File: src/rtl/clock_enable_bank.sv
// Bank of independent programmable clock dividers. Each channel produces a near-50% square
// wave and a one-cycle enable strobe. A new divisor is held in a shadow register and takes effect at a period boundary.
module clock_enable_bank #(
  parameter int NUM_CH      = 4,
  parameter int DIV_W       = 26,
  parameter int DEFAULT_DIV = 50_000_000,
  parameter int SEL_W       = (NUM_CH <= 1) ? 1 : $clog2(NUM_CH)
) (
  input  logic              clk,
  input  logic              rst_n,
  input  logic [NUM_CH-1:0] ch_en,
  input  logic              sync_clr,
  input  logic              div_wr,
  input  logic [SEL_W-1:0]  div_sel,
  input  logic [DIV_W-1:0]  div_data,
  output logic [NUM_CH-1:0] div_pending,
  output logic              div_err,
  output logic [NUM_CH-1:0] clk_out,
  output logic [NUM_CH-1:0] ce_out
);

  localparam int SEL_N = 1 << SEL_W;

  // A select code is valid only if it addresses an existing channel.
  function automatic logic [SEL_N-1:0] sel_mask();
    logic [SEL_N-1:0] m;
    m = '0;
    for (int i = 0; i < SEL_N; i++) m[i] = (i < NUM_CH);
    return m;
  endfunction

  localparam logic [SEL_N-1:0] SEL_VALID = sel_mask();
  localparam logic [DIV_W-1:0] RST_DIV   = DIV_W'(DEFAULT_DIV);

  logic [DIV_W-1:0]  cnt_q    [NUM_CH];
  logic [DIV_W-1:0]  cnt_d    [NUM_CH];
  logic [DIV_W-1:0]  active_q [NUM_CH];
  logic [DIV_W-1:0]  active_d [NUM_CH];
  logic [DIV_W-1:0]  shadow_q [NUM_CH];
  logic [DIV_W-1:0]  shadow_d [NUM_CH];
  logic [NUM_CH-1:0] pend_q, pend_d;
  logic [NUM_CH-1:0] clk_q, clk_d;
  logic [NUM_CH-1:0] ce_q, ce_d;
  logic              err_q, err_d;

  logic wr_ok;
  logic run, wrap, apply, wr_hit;

  assign wr_ok = SEL_VALID[div_sel] && (div_data != '0);

  // NOTE: every variable written here gets a value on every pass, so no latch is inferred.
  always_comb begin
    err_d  = div_wr && !wr_ok;
    run    = 1'b0;
    wrap   = 1'b0;
    apply  = 1'b0;
    wr_hit = 1'b0;
    for (int i = 0; i < NUM_CH; i++) begin
      run    = ch_en[i] && !sync_clr;
      wrap   = run && (cnt_q[i] == active_q[i] - DIV_W'(1));
      apply  = sync_clr || !ch_en[i] || wrap;
      wr_hit = div_wr && wr_ok && (32'(div_sel) == i);
      // A write landing on the apply edge goes straight through to the active divisor.
      shadow_d[i] = wr_hit ? div_data : shadow_q[i];
      active_d[i] = apply ? shadow_d[i] : active_q[i];
      pend_d[i]   = apply ? 1'b0 : (pend_q[i] || wr_hit);
      cnt_d[i]    = (run && !wrap) ? cnt_q[i] + DIV_W'(1) : '0;
      ce_d[i]     = wrap;
      clk_d[i]    = run && (cnt_d[i] >= (active_d[i] >> 1));
    end
  end

  // NOTE: sequential state uses non-blocking assignments so all registers update together.
  // NOTE: the per-channel arrays are only NUM_CH words of flops, so they are reset like any other register.
  always_ff @(posedge clk or negedge rst_n) begin
    if (!rst_n) begin
      for (int i = 0; i < NUM_CH; i++) begin
        cnt_q[i]    <= '0;
        active_q[i] <= RST_DIV;
        shadow_q[i] <= RST_DIV;
      end
      pend_q <= '0;
      clk_q  <= '0;
      ce_q   <= '0;
      err_q  <= 1'b0;
    end else begin
      for (int i = 0; i < NUM_CH; i++) begin
        cnt_q[i]    <= cnt_d[i];
        active_q[i] <= active_d[i];
        shadow_q[i] <= shadow_d[i];
      end
      pend_q <= pend_d;
      clk_q  <= clk_d;
      ce_q   <= ce_d;
      err_q  <= err_d;
    end
  end

  assign div_pending = pend_q;
  assign div_err     = err_q;
  assign clk_out     = clk_q;
  assign ce_out      = ce_q;

endmodule
File: config.mk
export PLATFORM = sky130hd
export DESIGN_NAME = clock_enable_bank
export DESIGN_NICKNAME = d
export VERILOG_FILES = /design/src/rtl/clock_enable_bank.sv
export SDC_FILE = /design/constraint.sdc
export NUM_CORES = 1
export LEC_CHECK = 0
export CORE_MARGIN = 2
export CORE_UTILIZATION = 43
export CTS_BUF_LIST = sky130_fd_sc_hd__clkbuf_2
export CTS_CLUSTER_DIAMETER = 100
export DETAILED_ROUTE_END_ITERATION = 16
export DONT_BUFFER_PORTS = 1
export PLACE_DENSITY = 0.61
export SLEW_MARGIN = 40
export SYNTH_ARGS = -nofsm -noshare
export SYNTH_HDL_FRONTEND = slang
export SYNTH_SLANG_ARGS = --single-unit
export TNS_END_PERCENT = 10
File: constraint.sdc
create_clock -name clk -period 6.4 [get_ports clk]
set_clock_uncertainty 0.05 [all_clocks]
set_input_delay 0.96 -clock clk [delete_from_list [all_inputs] [get_ports clk]]
set_output_delay 0.96 -clock clk [all_outputs]
set_load 0.02 [all_outputs]
# Word-level counts from Yosys, hierarchy flattened
# Index checks and enable logic that the tools add are counted.
# totals
register_bits,325
input_bits,36
out_inout_bits,13
word_cells,105
# classes
add_sub_neg,8
order_cmp,5
n_eq_ne,7
muxes,18
n_reduce_logical,47
# ops
op,count
$mux W26,12
$add A26 B1 Y26 const B,4
$eq A26 B26 Y1,4
$ge A26 B25 Y1,4
$sub A26 B1 Y26 const B,4
$reduce_bool A26 Y1,1
$logic_and A1 B1 Y1,23
$logic_or A1 B1 Y1,12
$logic_not A1 Y1,10
$mux W1,5
$eq A2 B2 Y1 const B,2
$lt A2 B3 Y1 const B,1
$bmux W1 S2,1
$eq A2 B1 Y1 const B,1
$logic_not A2 Y1,1

# Depth between registers and ports, before layout
# logic_depth
word_depth,9
ltp_mapped,22
depth_no_buf,19

# Worst setup path before layout
# No wires, ideal clock.
# synth_timing
path_kind,in2reg
from,in div_data[6]
to,"reg clk_q[3], in the netlist clk_out[3]"
setup_time_ns,0.128
arrival_time_ns,4.344
slack_ns,1.877
path_stages,15
path_buffers,1
cell_sequence,nor4_1 > nand4_1 > o2111ai_1 > clkbuf_1 > mux2_2 > mux2_2 > ha_1 > nand2b_1 > a21o_1 > a21oi_1 > o21ai_0 > a221oi_1 > o211ai_1 > a31oi_1 > o22ai_1
# synth_lines
element,line_no,text
start: declaration,15,"input logic [DIV_W-1:0] div_data,"
end signal: assignment,93,clk_q <= clk_d;
end: declaration,42,"logic [NUM_CH-1:0] clk_q, clk_d;"

# Final worst setup path
# layout_timing
from,reg active_q[8] in the netlist's numbering
to,"reg clk_q[3], in the netlist clk_out[3]"
# layout_via
elab_chain_cells,8
# layout_lines
element,line_no,text
start: declaration,37,logic [DIV_W-1:0] active_q [NUM_CH];
start signal: indexed assignment,89,active_q[i] <= active_d[i];
$sub A26 B1 Y26,60,wrap = run && (cnt_q[i] == active_q[i] - DIV_W'(1));
$eq A26 B26 Y1,60,
$logic_and A1 B1 Y1,60,
$logic_not A1 Y1,67,cnt_d[i] = (run && !wrap) ? cnt_q[i] + DIV_W'(1) : '0;
$logic_and A1 B1 Y1,67,
$mux W26,67,
$ge A26 B25 Y1 *,69,clk_d[i] = run && (cnt_d[i] >= (active_d[i] >> 1));
$logic_and A1 B1 Y1 *,69,
net clk_d[3],42,
# The timed path passes the listed nets; every way through them passes the cells marked *.
# A chain may end at the register's enable or synchronous reset.

==> metrics.cfg <==
[logic_synthesis]
ys_ff_latch=325
synth-xor-area-share_pct=9.49
syn_inst=1886
synth-simple-area-share_pct=15.8
ys.flop_type=dfrtp_1
synthArstFlopShare_pct=100
yosysWarnings=0
synth_top_family_by_area=multiplexers
syn-mean-instance-area_um2=10.7
synthMuxAreaShare_pct=16.7
yosysSeqAreaShare_pct=40.9
synth_adder_area_share_pct=6.70
synth-compound-area-share_pct=7.21
yosys-top-cells-area=dfrtp_1, dfstp_2, mux2_2, ha_1, mux2i_1
synth_area_mm2=0.0202
synth-edff-count=0
synthesis.nets=2030
yosys.area.top_type=dfrtp_1
synth.distinct_cells=78
synth_top_area_share_pct=28.4

[clocking]
htreeDepth=3
clock_path_buffers=3
clkTransAtPathRegs_ns=0.10
tritoncts=yes
root_buffer=clkbuf_2
cts_num_sinks=325
insertion_delay_ns=1.03
cts_buffers=87

[timing]
maxSlewHeadroom_pct=40.1
hold_viol=249
fmax_mhz=179
layout_setup_ws_ns=0.801
finalCriticalPeriod_ns=5.60
drv_slew=0
period_share_pct=87.5
worst_slew_pin_slew_ns=0.898
rsz0062_at_grt=no
final.setup.tns_ns=0
setup_viol=0
hold-worst-slack_ns=-0.424

[finish]
layout_commonest_cell=dfrtp_1
drive_gt1_share_pct=23.4
layout_common_cells=dfrtp_1, mux2_2, nor2_1, clkbuf_2, xor2_1
synthToLayoutAreaGrowth_pct=8.93
nNetsFinal=2097
design_area_mm2=0.0220

[die]
core_mm2=0.0465
die-height_um=221
dieWidth_um=221
start_util_pct=43.4
dieArea_mm2=0.0487
io_pins=49
rows=79

[global_routing]
gr-usage-all-layers_pct=22.2
grt_max_degree=326
grt_pass1_wl_mm=83.4
grt_pass1_vias=14900
antenna_found_initial=18
grt-ovfl-total=0

[power]
cellPowerDensity_mw_per_mm2=257
power_frac_comb_pct=22.7
internal_power_mw=3.75
ir_worst_vdd_mv=0.137
leakagePower_nw=9.60
switching_share_pct=33.6
clock_power_share_pct=28.7
power_frac_seq_pct=48.6
power.switching_mw=1.90

[route]
wirelength_mm=53.1
firstDrtPassIters=5
drt_iter0_markers=1097
wl_per_cell_um=20.0
vias=14900
vias_per_cell=5.61
ant_nets=0
drc=0

[placed_design]
hpwl_mm=35.9
numPortBuffers=0
gp_congestion=0.920
dpl-instance-area_mm2=0.0206
pre_cts_slack_ns=0.835

[critical_path]
critPathBufInv=1
critical_path_depth=18
crit_chain=nor4_1, a31oi_1, a2111oi_0, a311oi_1, a2111oi_0, nand4_1, nand2b_4, buf_4, mux2i_1, ha_1, a21o_1, a21o_1, a21oi_1, o21ai_0, nand2b_1, o211ai_1, a31oi_1, o22ai_1
crit_family=compound AO/OA/AOI/OAI gates
endpoint_kind=flop
cp.arrival_ns=6.44
rr_worst_depth=18
slowest_delay_ns=0.73
crit_path_top_delay_cell=nor4_1
required_ns=7.24
worstSetupPathType=flop to flop
cp_max_fo=36
start_kind=flop

[status]
outcome=complete, but fails checks
violations=hold timing

[run]
drv_cap=0

[hold_path]
hold_path.class=primary input to asynchronous set/reset pin

## power groups by stage
stage	clock, mW	sequential [mW]	combinational (mW)
after global placement	0	2.77	1.21
final	1.62	2.75	1.29
after detailed placement	0	2.78	1.24
after CTS	1.68	2.75	1.28
after floorplan	0	2.61	1.09
after global routing	1.79	2.80	1.43
## flip-flops by register name, summed over array words and instances (netlist names)
signal       cells
div_err          1
cnt_q          104
clk_out          4
div_pending      4
shadow_q       104
active_q       104
ce_out           4
## cell type report
class / instances / area, µm²
clock inverters: 34 / 240
multi-input cells: 1437 / 11300
inverters: 42 / 158
well taps: 607 / 759
diodes: 19 / 47.5
clock buffers: 127 / 636
flip-flops and latches: 325 / 8250
fillers: 4383 / 24500
repair buffers: 60 / 578
## kinds of logic after synthesis
logic type                 after synthesis
DFF                                    325
and+or+nand+nor                        588
xor gates and xnor gates               217
AOI/OAI and AO/OA                      214
muxes                                  310
adders and majority gates              108
buffers and inverters                  124
## path summary, 6_finish.rpt
kind / slack [ns] / endpoint / from
setup / recovery: 0.80 / clk_out[3] / active_q[8]
hold / removal: -0.42 / cnt_q[75] / rst_n
setup reg to reg: 0.80 / clk_out[3] / active_q[8]
hold reg to reg: 0.46 / shadow_q[0] / shadow_q[0]
max in group asynchronous: 5.94 / active_q[5] / rst_n
min in group clk: 0.09 / shadow_q[54] / div_data[2]
## metrics by stage
stage	hold WS (ns)	cells	utilization (%)	total power, mW
2_1_floorplan	0.417	1886	-	3.70
3_3_place_gp	0.434	2430	44.4	3.97
3_5_place_dp	0.433	2430	44.4	4.02
4_1_cts	-0.547	2622	47.0	5.70
5_1_grt	-0.576	2640	47.3	6.02
6_report	-0.424	2651	47.3	5.65
## what timing repair did
item | CTS | global route
setup endpoints to repair | 0 | 0
hold endpoints to repair | 408 | 339
setup buffers | 0 | 0
hold buffers | 31 | 10
resized for setup | 0 | 0
## cells in the mapped netlist, drive strengths merged, types with 7 or more instances
cell type  number
clkbuf         35
nor4           49
a211oi         10
o211ai          7
dfstp          96
and4           13
o21ai          42
nand2          57
or2             7
nand4          40
o31a            9
and2            9
nor2          173
dfrtp         229
buf            47
mux2          210
nand3          56
nor4b           7
inv            42
a31oi          16
nor3b           9
mux2i         100
xnor2         107
xor2          109
or4            13
or3            17
a21o           13
ha            108
a21oi          46
and3           29
nor3           40
a2111oi        10
o22ai          10
nor2b          24
nand2b         22
## layer usage
| metal | vias up | routed length, µm | global-route usage [%] |
|---|---|---|---|
| li1 | 7080 | - | - |
| met1 | 7324 | 24300 | 29.8 |
| met2 | 384 | 24000 | 35.5 |
| met3 | 80 | 3770 | 5.77 |
| met4 | 4 | 954 | 5.76 |
| met5 | - | 27 | 0 |
Power figures use the tool's default switching activity.
